### src/rtl/timebase_pkg.sv
`timescale 1ns/100ps
// Shared constants and helpers for the timebase generator.
package timebase_pkg;

  localparam int US_PER_MS_DEF = 1000;
  localparam int MS_PER_S_DEF  = 1000;

  // Width of a counter that runs 0..n-1; never narrower than one bit.
  function automatic int cw(input int n);
    return (n <= 1) ? 1 : $clog2(n);
  endfunction

endpackage

### src/rtl/timebase_gen_pluse_div.sv
`timescale 1ns/100ps
// Modulo-DIV counter of tick_in; tick_out is the same-cycle carry, so cascaded
// stages produce co-incident strobes.
module pluse_div
  import timebase_pkg::*;
#(
  parameter int DIV = 4
) (
  input  logic                 clk_sys,
  input  logic                 rst_n,
  input  logic                 en,
  input  logic                 tick_in,
  output logic                 tick_out,
  output logic [cw(DIV)-1:0]   cnt
);

  localparam int W = cw(DIV);
  localparam logic [W-1:0] LAST = W'(DIV - 1);

  logic [W-1:0] cnt_reg;
  logic         at_last;

  assign at_last  = (cnt_reg == LAST);
  assign tick_out = en && tick_in && at_last;
  assign cnt      = cnt_reg;

  always_ff @(posedge clk_sys or negedge rst_n) begin
    if (!rst_n) begin
      cnt_reg <= '0;
    end else if (en && tick_in) begin
      cnt_reg <= at_last ? '0 : cnt_reg + 1'b1;
    end
  end

endmodule

### src/rtl/timebase_gen.sv
`timescale 1ns/100ps
// Cascaded us/ms/s strobes, uptime seconds, programmable ms tick channels and
// a synchronised, stretched downstream reset.
module timebase_gen
  import timebase_pkg::*;
#(
  parameter int CLK_MHZ     = 100,
  parameter int US_PER_MS   = US_PER_MS_DEF,
  parameter int MS_PER_S    = MS_PER_S_DEF,
  parameter int N_CH        = 4,
  parameter int PW          = 16,
  parameter int RST_HOLD_US = 10
) (
  input  logic               clk_sys,
  input  logic               rst_n,
  input  logic               en,
  input  logic [N_CH-1:0]    ch_en,
  input  logic [N_CH*PW-1:0] ch_period,
  output logic               pluse_us,
  output logic               pluse_ms,
  output logic               pluse_s,
  output logic [N_CH-1:0]    pluse_ch,
  output logic [31:0]        sec_cnt,
  output logic               rst_sync_n
);

  logic [cw(CLK_MHZ)-1:0]   cnt_us;
  logic [cw(US_PER_MS)-1:0] cnt_ms;
  logic [cw(MS_PER_S)-1:0]  cnt_s;
  logic [31:0]              sec_cnt_reg;
  logic [1:0]               sync_reg;

  pluse_div #(.DIV(CLK_MHZ)) u_us (
    .clk_sys(clk_sys), .rst_n(rst_n), .en(en), .tick_in(1'b1),
    .tick_out(pluse_us), .cnt(cnt_us)
  );

  pluse_div #(.DIV(US_PER_MS)) u_ms (
    .clk_sys(clk_sys), .rst_n(rst_n), .en(en), .tick_in(pluse_us),
    .tick_out(pluse_ms), .cnt(cnt_ms)
  );

  pluse_div #(.DIV(MS_PER_S)) u_s (
    .clk_sys(clk_sys), .rst_n(rst_n), .en(en), .tick_in(pluse_ms),
    .tick_out(pluse_s), .cnt(cnt_s)
  );

  // Stage counts stay as named nets for probing only.
  logic unused_dbg;
  assign unused_dbg = ^{cnt_us, cnt_ms, cnt_s};

  always_ff @(posedge clk_sys or negedge rst_n) begin
    if (!rst_n) begin
      sec_cnt_reg <= '0;
    end else if (pluse_s) begin
      sec_cnt_reg <= sec_cnt_reg + 32'd1;
    end
  end

  assign sec_cnt = sec_cnt_reg;

  always_ff @(posedge clk_sys or negedge rst_n) begin
    if (!rst_n) begin
      sync_reg <= 2'b00;
    end else begin
      sync_reg <= {sync_reg[0], 1'b1};
    end
  end

  generate
    if (RST_HOLD_US == 0) begin : g_no_hold
      assign rst_sync_n = sync_reg[1];
    end else begin : g_hold
      localparam int HW = cw(RST_HOLD_US);
      logic [cw(CLK_MHZ)-1:0] hold_fr_cnt;
      logic                   hold_fr_tick;
      logic [HW-1:0]          hold_cnt_reg;
      logic                   hold_done_reg;
      logic                   unused_hold;

      // Free-running us count so the stretch is unaffected by en.
      pluse_div #(.DIV(CLK_MHZ)) u_hold_us (
        .clk_sys(clk_sys), .rst_n(rst_n), .en(1'b1), .tick_in(1'b1),
        .tick_out(hold_fr_tick), .cnt(hold_fr_cnt)
      );
      assign unused_hold = ^hold_fr_cnt;

      always_ff @(posedge clk_sys or negedge rst_n) begin
        if (!rst_n) begin
          hold_cnt_reg  <= '0;
          hold_done_reg <= 1'b0;
        end else if (sync_reg[1] && !hold_done_reg && hold_fr_tick) begin
          if (hold_cnt_reg == HW'(RST_HOLD_US - 1)) begin
            hold_done_reg <= 1'b1;
          end else begin
            hold_cnt_reg <= hold_cnt_reg + 1'b1;
          end
        end
      end

      assign rst_sync_n = hold_done_reg;
    end
  endgenerate

  genvar gi;
  generate
    for (gi = 0; gi < N_CH; gi++) begin : g_ch
      logic [PW-1:0] period;
      logic [PW-1:0] cnt_ch_reg;
      logic          active;
      logic          hit;

      assign period = ch_period[gi*PW +: PW];
      assign active = ch_en[gi] && (period != '0);
      // >= compare lets a shortened period fire at once instead of wrapping.
      assign hit    = pluse_ms && (cnt_ch_reg >= period - 1'b1);
      assign pluse_ch[gi] = active && hit;

      always_ff @(posedge clk_sys or negedge rst_n) begin
        if (!rst_n) begin
          cnt_ch_reg <= '0;
        end else if (!active) begin
          cnt_ch_reg <= '0;
        end else if (pluse_ms) begin
          cnt_ch_reg <= hit ? '0 : cnt_ch_reg + 1'b1;
        end
      end
    end
  endgenerate

endmodule

### config.mk
export PLATFORM = sky130hd
export DESIGN_NAME = timebase_gen
export DESIGN_NICKNAME = d
export VERILOG_FILES = /design/src/rtl/timebase_pkg.sv /design/src/rtl/timebase_gen_pluse_div.sv /design/src/rtl/timebase_gen.sv
export SDC_FILE = /design/constraint.sdc
export NUM_CORES = 1
export LEC_CHECK = 0
export ABC_AREA = 1
export CORE_MARGIN = 8
export CORE_UTILIZATION = 55
export DETAILED_ROUTE_END_ITERATION = 10
export PLACE_DENSITY = 0.75
export SYNTH_ARGS = -nofsm -noshare
export SYNTH_HDL_FRONTEND = slang
export SYNTH_HIERARCHICAL = 1
export SYNTH_SLANG_ARGS = --single-unit
### constraint.sdc
create_clock -name clk_sys -period 4.4 [get_ports clk_sys]
set_clock_uncertainty 0.05 [all_clocks]
set_input_delay 0.88 -clock clk_sys [delete_from_list [all_inputs] [get_ports clk_sys]]
set_output_delay 0.88 -clock clk_sys [all_outputs]
set_load 0.02 [all_outputs]
==> run metrics, run 1 <==
DRC=0; setup slack, reg-to-reg=roughly 960 ps; FF-to-FF End=sec_cnt[26]$_DFFE_PN0P_; max reg flops=64; sequential cell area fraction in the yosys report=a little under a third; element type at the critical path end=output pin; Worst Tran Pin Value=810 ps; clock latency on the worst-skew pair=about 420 ps; DR vias/cell=5.02; commonest cells after routing, fill and taps aside=420 x nand2_1, 208 x inv_1, 179 x nor2_1; antenna-violating nets left=0; layout cell share with drive strength beyond 1=about 17%; fmax=0.234 GHz; post-synthesis cell area=between 0.01 and 0.015 mm²; P_sw=0.890 mW; Ys Warns=6; fin area=~0.014 mm²; routed wire length=approximately 26000 µm; Initial Util=approximately 56%; Ports=111; max cap viols=0; Hold EP=sync_reg[1]$_DFF_PN0_; Worst Hold Launch=sync_reg[0]$_DFF_PN0_; Yosys reg bits=about 140; VDD IR max=approximately 0.26 mV; Tmin final=around 4300 ps; die area=roughly 0.024 mm²; # diodes=0; final worst path period share=a little over nine tenths; Starting DRT DRC Count=595; mean routed wirelength per cell=12.7 µm; Area after DPL=about 0.013 mm²; Worst Path Arrival=~3300 ps; Yosys top cell by area=dfrtp_1; status=complete, no violations; hold path depth=0; CTS max path bufs=2; initial antenna violation count=0; Worst Path Required=~3500 ps; CTS Buf Count=17; commonest non-fill, non-tap cell in the layout=nand2_1; Pint=between 2 and 2.5 mW; Hold Buf Count CTS=0; fillers=1563; post-synth top area share=a little under a third; Post-Syn Instances=approximately 1500; Clock Sinks=between 100 and 150; Layout Area Growth over Synthesis=30.6%; Final Max Slew Viols=0; Hold WC Path Type=reg -> reg; CP Cell Sequence=clkdlybuf4s50_1 -> or2_2 -> nor2_4 -> nand2_1 -> nor2_2 -> nand2_1 -> xor2_1 -> ha_1 -> a21oi_1 -> nor2_1 -> nor3_1 -> nand2_1 -> nor2_4 -> nor3_2 -> buf_4; Rel. slew slack=approximately 46%; Tot GR Track Use=21.7%; Switching Fraction=27.8%; Avg Inst Size Synth=around 7 µm²; first-pass GRT wire length=approximately 45000 µm; largest net degree at the start of global routing=90; CP most frequent cell=nand2_1; gpl congestion=just under 0.9; Flop pwr share=a little over two fifths; Worst R2R Start=u_us/cnt[0]$_DFFE_PN0P_; PortBufs=110; H-tree Lvls=4; ranking of synthesized cells by area=dfrtp_1 32%, nand2_1 15%, ha_1 9.1%; Horiz. Die Dim=156 µm; vias in the first global route=about 10000; Final Hold Vio Count=0; grt ovf=0; multi-input logic area=a little under 0.007 mm²; Root Buffer=clkbuf_16; Reg clk slew, reported paths=around 60 ps; P_leak=between 7 and 8 nW; PD cells=approximately 230 mW/mm²; Worst path max stage delay=about 450 ps; First-pass DRT Iterations=6; CP max FO=3; Setup Crit Path Kind=in -> out; TritonCTS clock tree=done; clock network power share=between 40% and 50%; Core Region=0.0194 mm²; combinational share of power=between 10 and 15%; register area=between 0.003 and 0.004 mm²; Critical Path Source Type=primary input; HPWL after DPL=slightly below 20000 µm; R2R cell count=20; Unique masters post-synth=between 40 and 50; # rows=51; nets=just under 2000; Final setup viols=0; die height=156 µm; via count=10400; Slowest-stage cell, CP=clkdlybuf4s50_1; Hold Slack=around 300 ps
==> worst max-delay path: cells and delay by family <==
kind	cells	cell delay, ps
AOI/OAI and AO/OA	1	150
xor gates and xnor gates	1	150
adders and majority gates	1	290
buffers and inverters	2	620
and+or+nand+nor	10	1260
==> power groups by stage <==
stage | clock [mW] | sequential, mW | combinational (mW)
global route | 1.45 | 1.36 | 0.540
detailed placement | 0 | 1.37 | 0.455
floorplan | 0 | 1.36 | 0.242
CTS | 1.39 | 1.35 | 0.459
global placement | 0 | 1.37 | 0.438
finish | 1.37 | 1.35 | 0.474
==> Yosys cell counts <==
library cell / number
buf_1: 2
o21a_1: 1
dfrtp_1: 137
and2_1: 2
nor3_1: 38
or2_1: 4
nand3_2: 6
or2_2: 7
nand2_4: 3
a21oi_1: 28
o21ai_2: 2
inv_1: 212
buf_4: 2
nand3_1: 81
nor2_4: 8
a31o_2: 1
xnor2_1: 43
or2_0: 2
nand3b_1: 9
o21bai_1: 6
ha_1: 79
nor2_1: 202
nor3_4: 3
clkbuf_1: 3
nand2_1: 429
nor2_2: 17
nor3_2: 2
o21ai_1: 2
o21ai_0: 13
a31oi_1: 1
nand2_2: 12
nor4_1: 3
nand4_1: 78
inv_4: 1
conb_1: 1
clkinv_2: 1
buf_2: 9
inv_2: 13
xor2_1: 77
a21oi_2: 2
a21o_1: 2
==> metrics by stage <==
stage	TNS [ps]	setup WS, ps	power (mW)	std cells	utilization, %
after detailed placement	-2120	-558	1.83	2027	67.4
after global placement	-1820	-491	1.81	2027	67.4
after CTS	-79.2	-79.2	3.20	2059	70.5
after global routing	-46.2	-39.9	3.35	2069	72.7
after floorplan	0	189	1.61	1547	-
final	0	131	3.20	2069	72.7
==> metal layers <==
metal  vias up  GRT usage, %  wire [µm]
met2       252          36.5      12300
met5         -             0          0
met3        40          4.52       1360
met1      4693          27.7      12200
met4         0          6.45        473
li1       5397             -          -
==> what timing repair did <==
item,in CTS,in global routing
endpoints found under the setup margin,5,5
gates resized for setup,31,95
buffers inserted,0,10
pin swaps,0,55
==> cell families (layout without fill, tap and decap cells) <==
logic type / Yosys count / in the layout / synth area share [%]
compound gates: 58 / 58 / 3.08
xor+xnor: 120 / 120 / 9.73
fa+ha+maj: 79 / 79 / 9.15
buf+inv: 243 / 500 / 8.65
flops: 137 / 137 / 31.7
other cells: 1 / 4 / 0.0347
simple gates: 906 / 906 / 37.6
==> worst max path at each step <==
stage / startpoint / end / slack (ps)
2_1_floorplan: ch_period[32] / pluse_ch[2] / 190
3_3_place_gp: ch_period[48] / pluse_ch[3] / -490
3_5_place_dp: ch_period[32] / pluse_ch[2] / -560
4_1_cts: ch_period[34] / pluse_ch[2] / -80
5_1_grt: ch_period[54] / pluse_ch[3] / -40
6_report: ch_period[54] / pluse_ch[3] / 130
==> area by class of cell <==
| cell class | instances | share of cell area [%] |
|---|---|---|
| Tap cell | 265 | 2.35 |
| Clock buffer | 18 | 3.04 |
| Multi-Input combinational cell | 1167 | 48.0 |
| Inverter | 227 | 6.06 |
| Timing Repair Buffer | 241 | 15.3 |
| Sequential cell | 137 | 24.3 |
| Clock inverter | 14 | 0.975 |
(Power assumes the default switching activity.)
==> run 2: changes to the inputs <==
CAP_MARGIN = 20   (was unset)
GPL_TIMING_DRIVEN = 0   (was unset)
SKIP_LAST_GASP = 1   (was unset)
==> run 2 against run 1 <==
Register-to-register slack got worse by 190 ps. Critical path depth increased by 4. Wire length increased by 4.2%. Core utilization decreased by 1.7 points. Final area decreased by 2.4%. Sequential share of layout area increased by 0.59 points. Sequential cell count unchanged. Fmax decreased by 1.3%. Global-route usage increased by 0.62 points. Clock power increased by 17%.
==> run metrics, run 2 (synthesis results as in run 1) <==
PD cells=246 mW/mm² (+8.7%); Layout Utilization=71.0% (-1.7 points); R2R cell count=20 (unchanged); multi-input logic area=0.00688 mm² (+1.7%); largest net degree at the start of global routing=83 (-7.8%); Starting DRT DRC Count=589 (-1.0%); max cap viols=0 (unchanged); die height=156 µm (unchanged); Final Hold Vio Count=0 (unchanged); Worst Tran Pin Value=556 ps (-254 ps); First-pass DRT Iterations=4 (-2); Tot GR Track Use=22.4% (+0.62 points); antenna-violating nets left=0 (unchanged); Tmin final=4330 ps (+57.2 ps); fmax=0.231 GHz (-1.3%); PortBufs=110 (unchanged); Bufs and invs on worst path=5 (+3); mean routed wirelength per cell=13.7 µm (+7.5%); Post-Layout Cell Count=2006 (-3.0%); Hold Slack=317 ps (+19.8 ps); CTS max path bufs=2 (unchanged); CTS Buf Count=17 (unchanged); commonest cells after routing, fill and taps aside=418 x nand2_1, 203 x inv_1, 172 x nor2_1; Horiz. Die Dim=156 µm (unchanged); Setup Crit Path Kind=in -> out; vias in the first global route=9790 (-2.1%); layout cell share with drive strength beyond 1=14.8% (-1.9 points); fillers=1571 (+0.51%); clock latency on the worst-skew pair=430 ps (about the same); post-placement cell count=1923 (-5.1%); FF-to-FF End=sec_cnt[26]$_DFFE_PN0P_; routed wire length=27400 µm (+4.2%); CP max FO=4 (+1); RSZ-0062 raised after global routing=true; setup slack, reg-to-reg=770 ps (-190 ps); element type at the critical path end=output pin; DP Worst Slack=-1160 ps (-598 ps); Worst Path Required=3470 ps (about the same); first-pass GRT wire length=45200 µm (+1.4%); Area after DPL=0.0123 mm² (-6.1%); Crit path max-delay family=simple AND/OR/NAND/NOR gates; Critical Path Source Type=primary input; Reg clk slew, reported paths=60 ps (about the same); final worst path period share=98.3% (+1.3 points); register area=0.00343 mm² (unchanged); DRC=0 (unchanged); status=complete, no violations; fin area=0.0138 mm² (-2.4%); DR vias/cell=5.15 (+2.6%); hold path depth=0 (unchanged); Worst Hold Launch=sync_reg[0]$_DFF_PN0_; VDD IR max=0.259 mV (-0.72%); critical path depth=19 (+4); via count=10300 (-0.57%); die area=0.0244 mm² (unchanged); Clock Sinks=137 (unchanged); P_leak=7.42 nW (-3.1%); Worst Path Arrival=3400 ps (+60 ps); Worst path max stage delay=420 ps (-30 ps); max reg flops=64 (unchanged); Final setup viols=0 (unchanged); Hold EP=sync_reg[1]$_DFF_PN0_; Initial Util=55.7% (unchanged); Worst R2R Start=u_us/cnt[0]$_DFFE_PN0P_; H-tree Lvls=4 (unchanged); Core Region=0.0194 mm² (unchanged); Hold Buf Count CTS=0 (unchanged); Slowest-stage cell, CP=clkdlybuf4s50_1; Hold WC Path Type=reg -> reg; Final Max Slew Viols=0 (unchanged); Ports=111 (unchanged); # rows=51 (unchanged); final setup TNS=0 ps (unchanged); Layout Area Growth over Synthesis=27.5%; Root Buffer=clkbuf_16; CP Cell Sequence=clkdlybuf4s50_1 -> inv_2 -> nand2_4 -> nor2_4 -> nand4_1 -> nor3_2 -> xor2_1 -> inv_1 -> ha_4 -> nand2_1 -> nor2_2 -> and2_1 -> nand2_1 -> inv_1 -> nand2_1 -> nand2_1 -> nand2_1 -> nor2_2 -> buf_6; total power=3.39 mW (+6.1%); initial antenna violation count=1 (+1); commonest non-fill, non-tap cell in the layout=nand2_1; Final Worst Setup Slack=73.7 ps (-57.2 ps); grt ovf=0 (unchanged); HPWL after DPL=19100 µm (-2.1%); CP most frequent cell=nand2_1; TritonCTS clock tree=done; Rel. slew slack=62.9% (+17 points); nets=1877 (-3.3%); gpl congestion=0.925 (+5.3%)
==> run 2: cell types whose count changed in the layout (fill, tap and decap cells not counted), sizes merged <==
cell           change
buf               -67
bufinv             +3
clkbuf             +7
clkdlybuf4s15      +2
clkdlybuf4s50     -14
clkinvlp           -1
diode              +1
dlygate4sd2       +13
dlymetal6s2s       -5
inv                -2
==> run 2: how the worst max path moves through the flow <==
| stage | startpoint | to | slack (ps) |
|---|---|---|---|
| final | ch_period[0] | pluse_ch[0] | 70 |
| after detailed placement | ch_period[32] | pluse_ch[2] | -1160 |
| after global routing | ch_period[0] | pluse_ch[0] | -120 |
| after global placement | rst_n | g_hold.u_hold_us/cnt[6]$_DFFE_PN0P_ | -3270 |
| after CTS | ch_period[32] | pluse_ch[2] | -10 |
| after floorplan | ch_period[32] | pluse_ch[2] | 190 |
==> run 2: routing by layer <==
metal | wire length, µm | GRT usage (%) | vias up
li1 | - | - | 5259
met4 | 348 | 6.45 | 0
met2 | 13300 | 37.0 | 223
met5 | 0 | 0 | -
met1 | 12400 | 29.0 | 4814
met3 | 1350 | 4.65 | 27
==> run 2: report_power, final <==
part	leakage [nW]	total, mW	switching [mW]	internal [mW]
clock	0.313	1.60	0.619	0.982
sequential	1.81	1.35	0.0478	1.30
combinational	5.30	0.440	0.259	0.182
total	7.42	3.39	0.926	2.47
==> run 2: area by class of cell <==
cell class                      count  share of cell area (%)
Inverter                          227                    6.26
Multi-Input combinational cell   1167                    50.0
Clock inverter                     14                    1.54
Clock buffer                       18                    3.19
Timing Repair Buffer              161                    11.1
Tap cell                          265                    2.41
Buffer                             16                   0.672
Antenna cell                        1                  0.0182
Sequential cell                   137                    24.9
==> run 2: timing repair <==
item                                    in CTS  in global routing
pin swaps                                   37                 47
setup buffers                               30                 20
endpoints found under the setup margin      25                  5
resized for setup                          111                 80
==> run 2: worst reg2reg max path, cell delays in order, from the launching register on <==
cell and delay [ps]:
dfrtp_1 370, ha_1 210, inv_2 60, nor2_4 140
nand3_2 140, inv_1 130, nand2_2 150, nor2_4 180
nand3_4 150, inv_4 160, nand2_4 130, nor2_4 180
nand3_4 150, clkinvlp_4 170, buf_4 170, inv_4 70
nor3_2 220, nand2_1 170, nor2_4 210, nand4_1 130
xor2_1 170
==> run 3: changes to the inputs <==
MAX_ROUTING_LAYER = met4   (was unset)
==> run 3 against run 2 <==
Sequential share of layout area is the same. Final cell count is the same. Global-route usage grew 0.61 points. Highest routed layer unchanged. Die area is the same. Core utilization is the same. Total power shrank 0.28%. Fmax is essentially flat. Setup slack lost 3.9 ps. Hold slack lost 2.2 ps. Count of clock-buffer cells in the layout is the same.
==> run metrics, run 3 (synthesis results as in run 1) <==
status=complete, no violations; CTS max path bufs=2 (unchanged); Slowest-stage cell, CP=clkdlybuf4s50_1; Horiz. Die Dim=156 µm (unchanged); PortBufs=110 (unchanged); FF-to-FF End=sec_cnt[26]$_DFFE_PN0P_; die area=0.0244 mm² (unchanged); final setup TNS=0 ps (unchanged); RSZ-0062 raised after global routing=true; VDD IR max=0.255 mV (-1.5%); CP max FO=4 (unchanged); gpl congestion=0.941 (+1.8%); Crit path max-delay family=simple AND/OR/NAND/NOR gates; CTS Buf Count=17 (unchanged); mean routed wirelength per cell=13.7 µm (about the same); grt ovf=0 (unchanged); critical path launch point=ch_period[0]; Layout Area Growth over Synthesis=27.5% (unchanged); final worst path period share=98.4% (about the same); Hold Buf Count CTS=0 (unchanged); Bufs and invs on worst path=5 (unchanged); Setup Crit Path Kind=in -> out; Worst Path Required=3470 ps (about the same); nets=1877 (unchanged); Tmin final=4330 ps (+3.85 ps); HPWL after DPL=19100 µm (unchanged); First-pass DRT Iterations=5 (+1); # rows=51 (unchanged); routed wire length=27400 µm (about the same); Starting DRT DRC Count=608 (+3.2%); fin area=0.0138 mm² (unchanged); hold path depth=0 (unchanged); Critical Path Source Type=primary input; Rel. slew slack=62.5% (-0.36 points); P_leak=7.42 nW (unchanged); DR vias/cell=5.13 (-0.30%); setup slack, reg-to-reg=770 ps (about the same); clock latency on the worst-skew pair=430 ps (about the same); CP Cell Sequence=clkdlybuf4s50_1 -> inv_2 -> nand2_4 -> nor2_4 -> nand4_1 -> nor3_2 -> xor2_1 -> inv_1 -> ha_4 -> nand2_1 -> nor2_2 -> and2_1 -> nand2_1 -> inv_1 -> nand2_1 -> nand2_1 -> nand2_1 -> nor2_2 -> buf_6; Root Buffer=clkbuf_16; Hold WC Path Type=reg -> reg; max reg flops=64 (unchanged); Clock Sinks=137 (unchanged); layout cell share with drive strength beyond 1=14.8% (unchanged); Worst R2R Start=u_us/cnt[0]$_DFFE_PN0P_; CP most frequent cell=nand2_1; Final Hold Vio Count=0 (unchanged); element type at the critical path end=output pin; first-pass GRT wire length=45100 µm (-0.12%); Worst path max stage delay=420 ps (about the same); Worst Hold Launch=sync_reg[0]$_DFF_PN0_; largest net degree at the start of global routing=83 (unchanged); Hold EP=sync_reg[1]$_DFF_PN0_; Area after DPL=0.0123 mm² (unchanged); Final Max Slew Viols=0 (unchanged); Worst Path Arrival=3400 ps (about the same); Final Worst Setup Slack=69.9 ps (-3.85 ps); Final setup viols=0 (unchanged); initial antenna violation count=1 (unchanged); Worst Tran Pin Value=562 ps (+5.38 ps); PD cells=246 mW/mm² (-0.28%); vias in the first global route=9799 (+0.092%); DRC=0 (unchanged); Tot GR Track Use=23.0% (+0.61 points); Reg clk slew, reported paths=60 ps (about the same); Core Region=0.0194 mm² (unchanged); DP Worst Slack=-1160 ps (unchanged); commonest non-fill, non-tap cell in the layout=nand2_1; Initial Util=55.7% (unchanged); Ports=111 (unchanged); antenna-violating nets left=0 (unchanged); max cap viols=0 (unchanged); Layout Utilization=71.0% (unchanged); TritonCTS clock tree=done; fmax=0.231 GHz (about the same); H-tree Lvls=4 (unchanged); commonest cells after routing, fill and taps aside=418 x nand2_1, 203 x inv_1, 172 x nor2_1; via count=10300 (-0.30%); die height=156 µm (unchanged); R2R cell count=20 (unchanged)
[run 3: cell counts in the layout (fill, tap and decap cells not counted)]
Identical to the previous run, type by type.
[run 3: layer usage]
layer  up-vias  share of wire (%)  GRT usage (%)
met3        26                4.3           4.24
met5         -                  0              -
met2       194                 49           37.0
met4         0                1.3           6.73
li1       5259                  -              -
met1      4813                 46           29.1
[run 3: area by class of cell]
class | count | area, µm²
antenna | 1 | 2.50
buffer | 16 | 92.6
clock buffer | 18 | 439
clock inverter | 14 | 213
fill | 1571 | 5620
inverter | 227 | 862
multi-input combinational | 1167 | 6880
sequential | 137 | 3430
tap | 265 | 332
timing repair buffer | 161 | 1530
[run 3: power by group]
part           switching (mW)  internal (mW)  total (mW)
combinational           0.259          0.182       0.440
clock                   0.610          0.982        1.59
sequential             0.0477           1.30        1.35
total                   0.917           2.47        3.38
[run 3: worst max path at each step]
| stage | to | slack (ps) | cells after the start |
|---|---|---|---|
| after floorplan | pluse_ch[2] | 190 | 17 |
| after global placement | g_hold.u_hold_us/cnt[6]$_DFFE_PN0P_ | -3270 | 1 |
| after detailed placement | pluse_ch[2] | -1160 | 19 |
| after CTS | pluse_ch[2] | -10 | 17 |
| after global routing | pluse_ch[0] | -120 | 19 |
| final | pluse_ch[0] | 70 | 19 |
[run 3: what timing repair did]
item	in CTS	in global routing
buffers inserted	30	20
pin swaps	37	47
setup endpoints to repair	25	5
gates resized for setup	111	80
[run 3: stage by stage]
| stage | std cells | total power, mW | hold WS (ps) |
|---|---|---|---|
| after floorplan | 1547 | 1.61 | 281 |
| after global placement | 1922 | 1.76 | 284 |
| after detailed placement | 1923 | 1.77 | 307 |
| after CTS | 1985 | 3.39 | 316 |
| after global routing | 2006 | 3.53 | 319 |
| final | 2006 | 3.38 | 315 |
==> variant 1, RTL diff (settings of run 2) <==
Add an input register stage for `en`, `ch_en` and `ch_period`, with the module's reset; this delays them by one clock.
--- a/src/rtl/timebase_gen.sv
+++ b/src/rtl/timebase_gen.sv
@@ -26,2 +26,18 @@
 
+  logic en_q;
+  logic [N_CH-1:0] ch_en_q;
+  logic [N_CH*PW-1:0] ch_period_q;
+
+  always_ff @(posedge clk_sys or negedge rst_n) begin
+    if (!rst_n) begin
+      en_q        <= '0;
+      ch_en_q     <= '0;
+      ch_period_q <= '0;
+    end else begin
+      en_q        <= en;
+      ch_en_q     <= ch_en;
+      ch_period_q <= ch_period;
+    end
+  end
+
   logic [cw(CLK_MHZ)-1:0]   cnt_us;
@@ -33,3 +49,3 @@
   pluse_div #(.DIV(CLK_MHZ)) u_us (
-    .clk_sys(clk_sys), .rst_n(rst_n), .en(en), .tick_in(1'b1),
+    .clk_sys(clk_sys), .rst_n(rst_n), .en(en_q), .tick_in(1'b1),
     .tick_out(pluse_us), .cnt(cnt_us)
@@ -38,3 +54,3 @@
   pluse_div #(.DIV(US_PER_MS)) u_ms (
-    .clk_sys(clk_sys), .rst_n(rst_n), .en(en), .tick_in(pluse_us),
+    .clk_sys(clk_sys), .rst_n(rst_n), .en(en_q), .tick_in(pluse_us),
     .tick_out(pluse_ms), .cnt(cnt_ms)
@@ -43,3 +59,3 @@
   pluse_div #(.DIV(MS_PER_S)) u_s (
-    .clk_sys(clk_sys), .rst_n(rst_n), .en(en), .tick_in(pluse_ms),
+    .clk_sys(clk_sys), .rst_n(rst_n), .en(en_q), .tick_in(pluse_ms),
     .tick_out(pluse_s), .cnt(cnt_s)
@@ -112,4 +128,4 @@
 
-      assign period = ch_period[gi*PW +: PW];
-      assign active = ch_en[gi] && (period != '0);
+      assign period = ch_period_q[gi*PW +: PW];
+      assign active = ch_en_q[gi] && (period != '0);
       // >= compare lets a shortened period fire at once instead of wrapping.
Check against the original RTL: no difference found for any inputs over 10 cycles, from zero or initial values and one cycle with rst_n low; that may be too few to reach the edited logic, so the function may still have changed.
==> variant 1 against run 2 <==
  * Core utilization shrank 4.0 points
  * Highest routed layer unchanged
  * Routed wire length grew 2.5%
  * Power grew 32%
  * Sequential cell count grew 69
  * Cell area grew 10%
  * Sequential power grew 52%
  * Sequential share of layout area grew 9.0 points
  * Setup slack gained 0.18 ns
  * Synthesized area grew 18%
  * Non-clock buffer count shrank 43
==> variant 1: results (changes against run 2) <==
- Cell with the largest stage delay on the worst path: dfrtp_1
- Final non-filler cell total: 2083 (+3.8%)
- Pin count of the biggest net entering global routing: 106 (+28%)
- End of the critical path: pluse_ch[0]
- Hold_ws: 0.298 ns (-0.0189 ns)
- Clk Latency, worst-skew pair: 0.52 ns (+0.09 ns)
- Placed Area: 0.0142 mm2 (+16%)
- Met3 Wirelength: 1.31 mm (-3.5%)
- Arrival time at the worst endpoint: 3.22 ns (-0.18 ns)
- Critical path origin: ch_period_q[0]
- Wire length of the first global-routing pass: 48.2 mm (+6.7%)
- Buffer levels on the longest clock path: 3 (+1)
- FF-to-FF End: sec_cnt[27]
- H-Tree Depth: 1 (-3)
- Largest fanout on the critical path: 17 (+13)
- Antenna diode count: 0 (-1)
- Fraction of final layout cells sized beyond drive strength 1: 9.51% (-5.3 points)
- Detailed-route wire length per cell: 13.5 um (-1.3%)
- Peak supply drop: 0.387 mV (+50%)
- Cts bufs inserted: 24 (+7)
- Total routing usage reported by global routing: 20.0% (-2.4 points)
- Transition time at the pin with the least slew margin: 0.762 ns (+0.205 ns)
- Number of DRC violations after detailed-routing iteration 0: 740 (+26%)
- Status: finished, final reports clean
- Fill cell count: 1953 (+24%)
- Startpoint of the tightest hold check path: sync_reg[0]
- Length of the first detailed-routing pass in iterations: 5 (+1)
- Destination of the worst hold path: sync_reg[1]
- Number of vias in the routed layout: 10808 (+4.7%)
- Worst path max stage delay: 0.36 ns (-0.06 ns)
- Initial antenna violation count: 0 (-1)
- Top cells by count, synth: 437 x nand2_1, 225 x inv_1, 206 x dfrtp_1
- Met1 WL: 12.7 mm (+2.2%)
- Final net count: 1931 (+2.9%)
- Distinct cell type count of the synthesized netlist: 38 (-7.3%)
- DR WL met2: 13.5 mm (+1.9%)
- Post-route clock period utilization: 94.3% (-4.1 points)
- Gpl congestion: 0.896 (-3.1%)
[variant 1: changes by cell type after synthesis, moves of 3 or more]
cell,change
dfrtp_1,+69
or2_1,-4
buf_2,-3
nor2_1,-11
nand4_1,+13
inv_1,+13
nand3_1,-6
or2_2,+6
nor2_4,+4
a21oi_1,+3
xor2_1,+9
nand2_1,+8
inv_2,-6
[variant 1: cell families after synthesis]
kind of cell               after synthesis  synth area share [%]
AOI/OAI and AO/OA                       59                  2.68
xor gates and xnor gates               127                  8.74
adders and majority gates               79                  7.76
buffers and inverters                  251                  7.73
DFF                                    206                  40.5
other                                    1                0.0295
and+or+nand+nor                        913                  32.6
[variant 1: what timing repair did]
item / 4_1_cts / 5_1_grt
buffers inserted: 3 / 3
endpoints found under the setup margin: 5 / 5
gates resized for setup: 27 / 33
pin swaps: 1 / 10
[variant 1: area by class of cell]
| cell class | instances | area, um2 | area share (%) |
|---|---|---|---|
| Inverter | 233 | 883 | 5.81 |
| Clock buffer | 33 | 706 | 4.64 |
| Tap cell | 285 | 357 | 2.34 |
| Clock inverter | 10 | 114 | 0.749 |
| Multi-Input combinational cell | 1182 | 6730 | 44.2 |
| Buffer | 17 | 106 | 0.699 |
| Sequential cell | 206 | 5150 | 33.9 |
| Timing Repair Buffer | 117 | 1160 | 7.66 |
[variant 1: routing by layer]
layer  vias to the layer above  global-route usage [%]
met4                         0                    4.27
li1                       5483                       -
met3                        42                    3.09
met2                       216                    34.1
met1                      5067                    26.4
met5                         -                       0
[variant 1: report_power, final]
part	switching, uW	internal [uW]
Combinational	226	168
Clock	798	1240
Sequential	76.8	1970
==> variant 2, RTL diff (flow settings as in run 2) <==
Made on the original files. The parameter `N_CH` goes from 4 to 2.
--- a/src/rtl/timebase_gen.sv
+++ b/src/rtl/timebase_gen.sv
@@ -9,3 +9,3 @@
   parameter int MS_PER_S    = MS_PER_S_DEF,
-  parameter int N_CH        = 4,
+  parameter int N_CH        = 2,
   parameter int PW          = 16,
Interface: changed (resized ch_en, ch_period and pluse_ch); port bits go from 111 to 75. No check against the original RTL was run, so the function may have changed too.
==> variant 2 against run 2 <==
  * Fmax grew 0.87%
  * Synthesized cell count shrank 36%
  * Synthesized area shrank 32%
  * Setup slack gained 0.037 ns
  * Sequential cell count shrank 32
  * Clock power shrank 51%
  * Hold slack lost 0.019 ns
  * Routed wire length shrank 43%
  * Power shrank 37%
  * Non-clock buffer count shrank 73
  * Cell area shrank 34%
  * Sequential power shrank 21%
  * Cell count shrank 36%
  * Critical endpoint unchanged
  * Largest cell class unchanged
==> variant 2: results (changes against run 2) <==
- Global-route track usage on met3: 2.97% (-1.7 points)
- Post-Place Setup Slack: -0.959 ns (+0.197 ns)
- Top cells by count, synth: 231 x nand2_1, 156 x inv_1, 107 x nor2_1
- Number of vias in the routed layout: 6489 (-37%)
- Wire length of the first global-routing pass: 28.0 mm (-38%)
- Fraction of registers with async set/reset: 100% (unchanged)
- Initial antenna violation count: 0 (-1)
- Reg-to-reg slack, setup: 0.73 ns (-0.04 ns)
- Proportion of synthesized chip area in sequential cells: 35.8% (+4.1 points)
- Yosys warnings: 6 (unchanged)
- FF-to-FF End: sec_cnt[28]
- R2r startpoint: u_us/cnt[0]
- Post-CTS setup buffer count: 11 (-63%)
- Destination of the worst hold path: sync_reg[1]
- DP HPWL: 11.4 mm (-41%)
- Ranking of synthesized cells by area: dfrtp_1 36%, nand2_1 12%, inv_1 8.0%
- End of the critical path: pluse_ch[0]
- Sum of negative setup slack: 0 ns (unchanged)
- Gate family responsible for the most delay along the worst path: simple AND/OR/NAND/NOR gates
- Count of endpoints failing setup in the final report: 0 (unchanged)
- Buffer levels on the longest clock path: 2 (unchanged)
- Gpl congestion: 0.852 (-7.9%)
- Min-delay worst type: reg -> reg
- Startpoint of the tightest hold check path: sync_reg[0]
- Largest fanout on the critical path: 3 (-1)
- Length of the first detailed-routing pass in iterations: 5 (+1)
- Depth of the most critical reg-to-reg path: 22 (+10%)
- Worst path max stage delay: 0.28 ns (-0.14 ns)
- Cell with the largest stage delay on the worst path: ha_1
- Post-route clock period utilization: 97.5% (-0.85 points)
- Buffers on Ports: 74 (-33%)
- Arrival time at the worst endpoint: 3.36 ns (-0.04 ns)
- Distinct cell type count of the synthesized netlist: 38 (-7.3%)
- Routed Wire Length: 15.5 mm (-43%)
- Clk Latency, worst-skew pair: 0.34 ns (-0.09 ns)
- H-Tree Depth: 3 (-1)
- Cts bufs inserted: 9 (-8)
- Worst hold path cell count: 0 (unchanged)
- Met2 global-route usage: 31.9% (-5.0 points)
- Quantity of gates resized following cts: 52 (-53%)
- Placed Area: 0.00833 mm2 (-32%)
- Number of DRC violations after detailed-routing iteration 0: 430 (-27%)
- Hold_ws: 0.298 ns (-0.0193 ns)
- Critical path origin: ch_period[1]
- Total routing usage reported by global routing: 18.5% (-3.9 points)
- Number of standard cells after synthesis: 993 (-36%)
- Clock transition at the registers of the reported paths: 0.06 ns (about the same)
- Detailed-route wire length per cell: 12.1 um (-11%)
- Peak supply drop: 0.167 mV (-35%)
- Pin count of the biggest net entering global routing: 72 (-13%)
- Static power due to leakage: 0.00472 uW (-36%)
- Status: finished, final reports clean
- Buffer cell driving the clock tree root: clkbuf_16
- Antenna diode count: 0 (-1)
- Fraction of final layout cells sized beyond drive strength 1: 13.3% (-1.5 points)
- GR met1 Demand/Resource: 23.5% (-5.6 points)
- Cells after DPL: 1247 (-35%)
## variant 2: final cells by class
class,count,area [um2]
Buffer,8,41.3
Clock buffer,10,239
Clock inverter,4,45.0
Fill cell,1093,4080
Inverter,163,618
Multi-Input combinational cell,720,4320
Sequential cell,105,2630
Tap cell,176,220
Timing Repair Buffer,96,940
## variant 2: layer usage
metal / vias to the layer above / share of wire [%]
met3: 15 / 3.0
met2: 113 / 48
met4: 0 / 1.3
met1: 2974 / 47
met5: - / 0
li1: 3387 / -
## variant 2: power by group
group	internal [uW]	total (uW)	switching (uW)	leakage (uW)
combinational	118	292	174	0.00324
clock	447	777	329	0.000144
sequential	1010	1060	48.1	0.00133
## variant 2: cell families after synthesis
kind of cell	after synthesis	synth area share, %
AO/OA/AOI/OAI	61	4.51
XOR/XNOR	79	9.44
adder cells (fa/ha/maj)	43	7.34
buffers and inverters	171	8.93
flip-flops	105	35.8
other	1	0.0512
AND/OR/NAND/NOR	533	33.9
